<file path="config.mk">
export PLATFORM = sky130hd
export DESIGN_NAME = serial_adder_flat
export DESIGN_NICKNAME = d
export VERILOG_FILES = /design/src/rtl/serial_adder_if.sv /design/src/rtl/serial_adder.sv /design/src/flat_wrapper.sv
export SDC_FILE = /design/constraint.sdc
export NUM_CORES = 1
export LEC_CHECK = 0
export CAP_MARGIN = 20
export CORE_MARGIN = 2
export CORE_UTILIZATION = 28
export DETAILED_ROUTE_END_ITERATION = 8
export PLACE_DENSITY = 0.45
export SLEW_MARGIN = 20
export SYNTH_ARGS = -nofsm -noshare
export SYNTH_HDL_FRONTEND = slang
export SYNTH_SLANG_ARGS = --single-unit
</file>
<file path="constraint.sdc">
create_clock -name clk -period 1.6 [get_ports clk]
set_input_delay 0.16 -clock clk [delete_from_list [all_inputs] [get_ports clk]]
set_output_delay 0.16 -clock clk [all_outputs]
set_load 0.1 [all_outputs]
</file>
<file path="src/rtl/serial_adder_if.sv">
// Handshake and operand/result bundle between a sequencer and the bit-serial adder.
// The sequencer drives start/A/B; the adder returns busy/done/Sum/Carry.
interface serial_adder_if #(
    parameter int WIDTH = 4
);
    logic             start;
    logic [WIDTH-1:0] A;
    logic [WIDTH-1:0] B;
    logic             busy;
    logic             done;
    logic [WIDTH-1:0] Sum;
    logic             Carry;

    modport master (
        output start, A, B,
        input  busy, done, Sum, Carry
    );

    modport slave (
        input  start, A, B,
        output busy, done, Sum, Carry
    );
endinterface

</file>
<file path="src/rtl/serial_adder.sv">
// Bit-serial adder, LSB first, one bit per clock; companion and round-trip checker
// for the subtractor. Sum/Carry are registered and only change when a result completes.
module serial_adder #(
    parameter int WIDTH = 4
) (
    input  logic         clk,
    input  logic         rst,
    serial_adder_if.slave bus
);
    // One extra counter bit keeps WIDTH=1 legal and lets the counter reach WIDTH-1.
    localparam int CW = $clog2(WIDTH) + 1;

    typedef enum logic [1:0] {IDLE, ADD, DONE} state_t;

    state_t           state;
    logic [WIDTH-1:0] a_sr;
    logic [WIDTH-1:0] b_sr;
    logic [WIDTH-1:0] res;
    logic             c;
    logic [CW-1:0]    cnt;

    logic             s;
    logic             c_nxt;
    logic [WIDTH-1:0] res_nxt;

    always_comb begin
        s       = a_sr[0] ^ b_sr[0] ^ c;
        c_nxt   = (a_sr[0] & b_sr[0]) | (a_sr[0] & c) | (b_sr[0] & c);
        // New bit enters at the MSB so that after WIDTH shifts bit 0 sits at the LSB.
        res_nxt = res >> 1;
        res_nxt[WIDTH-1] = s;
    end

    always_ff @(posedge clk or posedge rst) begin
        if (rst) begin
            state     <= IDLE;
            a_sr      <= '0;
            b_sr      <= '0;
            res       <= '0;
            c         <= 1'b0;
            cnt       <= '0;
            bus.busy  <= 1'b0;
            bus.done  <= 1'b0;
            bus.Sum   <= '0;
            bus.Carry <= 1'b0;
        end else begin
            case (state)
                IDLE: begin
                    bus.done <= 1'b0;
                    if (bus.start) begin
                        a_sr     <= bus.A;
                        b_sr     <= bus.B;
                        res      <= '0;
                        c        <= 1'b0;
                        cnt      <= '0;
                        bus.busy <= 1'b1;
                        state    <= ADD;
                    end
                end
                ADD: begin
                    a_sr <= a_sr >> 1;
                    b_sr <= b_sr >> 1;
                    res  <= res_nxt;
                    c    <= c_nxt;
                    cnt  <= cnt + CW'(1);
                    if (cnt == CW'(WIDTH - 1)) begin
                        bus.Sum   <= res_nxt;
                        bus.Carry <= c_nxt;
                        bus.busy  <= 1'b0;
                        bus.done  <= 1'b1;
                        state     <= DONE;
                    end
                end
                DONE: begin
                    bus.done <= 1'b0;
                    state    <= IDLE;
                end
                default: begin
                    bus.busy <= 1'b0;
                    bus.done <= 1'b0;
                    state    <= IDLE;
                end
            endcase
        end
    end
endmodule

</file>
<file path="src/flat_wrapper.sv">
// flat-port wrapper written by rule: the top's interface ports become plain ports
module serial_adder_flat 
#(
    parameter int WIDTH = 4
)
  (clk, rst, bus_start, bus_A, bus_B, bus_busy, bus_done, bus_Sum, bus_Carry);
  serial_adder_if #(.WIDTH(WIDTH)) bus_i ();
  input  logic clk;
  input  logic rst;
  input wire logic [$bits(bus_i.start)-1:0] bus_start;
  input wire logic [$bits(bus_i.A)-1:0] bus_A;
  input wire logic [$bits(bus_i.B)-1:0] bus_B;
  output wire logic [$bits(bus_i.busy)-1:0] bus_busy;
  output wire logic [$bits(bus_i.done)-1:0] bus_done;
  output wire logic [$bits(bus_i.Sum)-1:0] bus_Sum;
  output wire logic [$bits(bus_i.Carry)-1:0] bus_Carry;
  assign bus_i.start = bus_start;
  assign bus_i.A = bus_A;
  assign bus_i.B = bus_B;
  assign bus_busy = bus_i.busy;
  assign bus_done = bus_i.done;
  assign bus_Sum = bus_i.Sum;
  assign bus_Carry = bus_i.Carry;
  serial_adder #(.WIDTH(WIDTH)) u_core (.clk(clk), .rst(rst), .bus(bus_i));
endmodule
</file>
==> impl_metrics.ini <==
[clock_network]
cts-htree-levels = 1
clock_tree.buffer_depth = 2
cts_tree = done
hold_buffers = 0
tritoncts.num_buffers = 3
cts.sink_count = 24
post-cts-setup-buffer-count = 0
cts_resized = 0
worst_skew_pair.late_latency_ns = 0.26
clock-root-buffer = clkbuf_8
clk_pin_slew_ns = 0.08

[die]
io-pin-count = 18
die-width_um = 64.72
dieHeight_um = 64.72
floorplan.initialDensity_pct = 28.63
fp.dieArea_um2 = 4188
num_rows = 22
design.core.area_um2 = 3606

[pwr]
power_leakage_nw = 0.6311
cellPowerDensity_nw_per_um2 = 2364
power.ir.vdd_worst_mv = 0.6646

[layout]
area_growth_pct = 33.58
diodes_inserted = 0
multi_input_comb_area_um2 = 402.9
layout_net_count = 119
layout.area.seq_um2 = 600.6
instances_no_fill = 151
filler_cell_count = 356
post_route_cells_drive_above_1_share_pct = 20.39

[synth]
yosysWarnings = 0
post_synth_num_cell_types = 23
postSynthCellCount = 83
synthTopCellsByArea = dfrtp_1 58%, mux2_4 7.3%, o22ai_1 7.3%
yosys.area.top_type = dfrtp_1
postSynthNetCount = 97
avgSynthCellArea_um2 = 12.44
async_flop_share_pct = 100.0
postSynthRegisterBits = 24
synth_flop_cell = dfrtp_1
synth_sequential_area_ratio_pct = 58.18
number_of_flops_mapped_to_enable_cells_by_yosys = 0
synth_top_area_share_pct = 58.18
post_synth_instance_area_um2 = 1032

[sta]
max_clock_freq_mhz = 708.7
maxSlewViolCount = 0
max-slew-margin-rel_pct = 75.19
final.min_clock_period_ns = 1.411
final.setup.tns_ns = 0
worstMarginPinSlew_ns = 0.3722
final.period_utilization_pct = 88.19
grt_setup_unrepaired = no
final_number_of_hold_violating_endpoints = 0
clock_skew_ns = 0.0007644
setup_viol = 0

[drt]
postRouteAntennaNets = 0
drt-vias-per-instance = 4.775
average_wire_length_per_cell_after_detail_routing_um = 13.11
wl_mm = 1.979
number_of_drc_violations_after_detailed_routing_iteration_0 = 17
route.detailed.drc = 0
drt-pass1-iter-count = 4
routed-via-count = 721

[global_routing]
grt_pass1_vias = 757
groute.usage.overall_pct = 10.86
global_route.overflow_total = 0
grt_start_max_net_pins = 25
grt_antenna_before_repair = 0
global_route_wire_length_before_repair_mm = 3.539

[setup_path]
regToRegEndpoint = u_core.bus.Sum[0]
r2r_start = u_core.cnt[0]
path_max_fanout = 6
worstPathCellList = ha_1, ha_1, nand2_4, mux2_4
critical-path-top-cell-by-count = ha_1
number_of_cells_traversed_by_the_worst_register_to_register_path = 4
max_stage_delay_ns = 0.40
critical-path-top-delay-family = adder cells
setup.worst_path.class = flop to flop
r2r_slack_ns = 0.19
critPathArrivalTime_ns = 1.56
worst-endpoint-required_ns = 1.75
timing.critical_path.slowest_stage_cell = dfrtp_1
worst_setup_path_end_kind = flop
timing.critical_path.from_type = flop
cp_num_buf_inv = 0

[status]
run_status = completed

[job]
max-cap-violations = 0

[place]
placement.io_buffers = 17
gpl.final_weighted_congestion = 0.7380
post_detail_place_hpwl_mm = 1.457
numPlacedInstances = 148

[min_path]
hp-class = primary input to async pin
-- through the flow --
stage	util [%]	power, mW	hold slack (ns)	instance area, um^2	worst slack (ns)
floorplan	-	2.351	0.1746	1032	0.2637
global placement	37.09	2.923	0.4691	1338	0.2281
detailed placement	37.09	2.944	0.4820	1338	0.1872
CTS	38.24	3.306	0.2564	1379	0.1724
global route	38.24	3.464	0.2809	1379	0.1306
finish	38.24	3.260	0.2367	1379	0.1889
-- per-layer routing --
layer,wire length (um),part of all wire (%),GRT usage (%),up-vias
met5,0,0,0,-
met4,9,0.45,4.787,0
met3,86,4.3,2.604,2
met2,915,46,16.75,14
met1,967,49,14.44,360
li1,-,-,-,345
-- worst min-delay path, stage by stage --
cell             delay (ns)
clkdlybuf4s50_1        0.40
inv_1                  0.05
buf_4                  0.29
-- kinds of logic (layout without fill, tap and decap cells) --
logic type      after synthesis  in the layout  synth area share (%)
buf+inv                       7             27                 2.787
mux                           5              5                 7.273
fa+ha+maj                     3              3                 4.363
compound gates               32             32                 20.73
simple gates                 12             12                 6.667
flops                        24             24                 58.18
-- layout make-up --
class,count,share of cell area [%]
well taps,48,4.356
inverters,5,1.361
flip-flops and latches,24,43.56
clock buffers,3,2.995
repair buffers,19,18.51
multi-input cells,52,29.22
-- cells in the mapped netlist (2+ instances only) --
| cell type | n |
|---|---|
| nor2_1 | 4 |
| o22ai_1 | 12 |
| ha_1 | 2 |
| mux2_4 | 5 |
| a22o_1 | 6 |
| nand2_1 | 2 |
| dfrtp_1 | 24 |
| nand2b_1 | 2 |
| o21ai_1 | 2 |
| inv_1 | 4 |
| buf_2 | 2 |
| a21oi_1 | 7 |
-- state kept, by name, summed over array words and instances (netlist names) --
name / count
u_core.bus.busy: 1
u_core.res: 3
u_core.bus.Carry: 1
u_core.cnt: 3
u_core.bus.Sum: 4
u_core.a_sr: 4
u_core.state: 2
u_core.bus.done: 1
u_core.b_sr: 4
u_core.c: 1
-- power by group --
part	internal (mW)	leakage [nW]	switching (mW)
logic	0.749	0.313	1.01
registers	0.885	0.297	0.258
clock network	0.168	0.0216	0.186
-- worst max-delay path by stage --
| stage | startpoint | depth (start not counted) | slack, ns | to |
|---|---|---|---|---|
| 6_report | u_core.cnt[0] | 4 | 0.19 | u_core.bus.Sum[0] |
| 5_1_grt | u_core.cnt[0] | 4 | 0.13 | u_core.bus.Sum[2] |
| 4_1_cts | u_core.cnt[0] | 4 | 0.17 | u_core.bus.Sum[0] |
| 3_5_place_dp | u_core.cnt[0] | 4 | 0.19 | u_core.bus.Sum[0] |
| 3_3_place_gp | u_core.cnt[0] | 4 | 0.23 | u_core.bus.Sum[3] |
| 2_1_floorplan | u_core.cnt[0] | 4 | 0.26 | u_core.bus.Carry |
-- cell usage in the layout (no fill, tap or decap) --
master / synthesis / final
dfrtp_1: 24 / 24
o22ai_1: 12 / 12
clkdlybuf4s50_1: 0 / 10
a21oi_1: 7 / 7
buf_12: 0 / 7
a22o_1: 6 / 6
mux2_4: 5 / 5
nor2_1: 4 / 4
inv_1: 4 / 4
clkbuf_8: 0 / 3
nand2b_1: 2 / 2
nand2_1: 2 / 2
o21ai_1: 2 / 2
ha_1: 2 / 2
buf_4: 0 / 2
and2b_4: 1 / 1
nand2_4: 1 / 1
o21bai_2: 1 / 1
o21ai_0: 1 / 1
a21o_1: 1 / 1
nor2b_1: 1 / 1
or2_1: 1 / 1
a21boi_1: 1 / 1
a41o_1: 1 / 1
inv_2: 1 / 1
fa_1: 1 / 1
No activity file was read; power rests on OpenSTA's default activity.
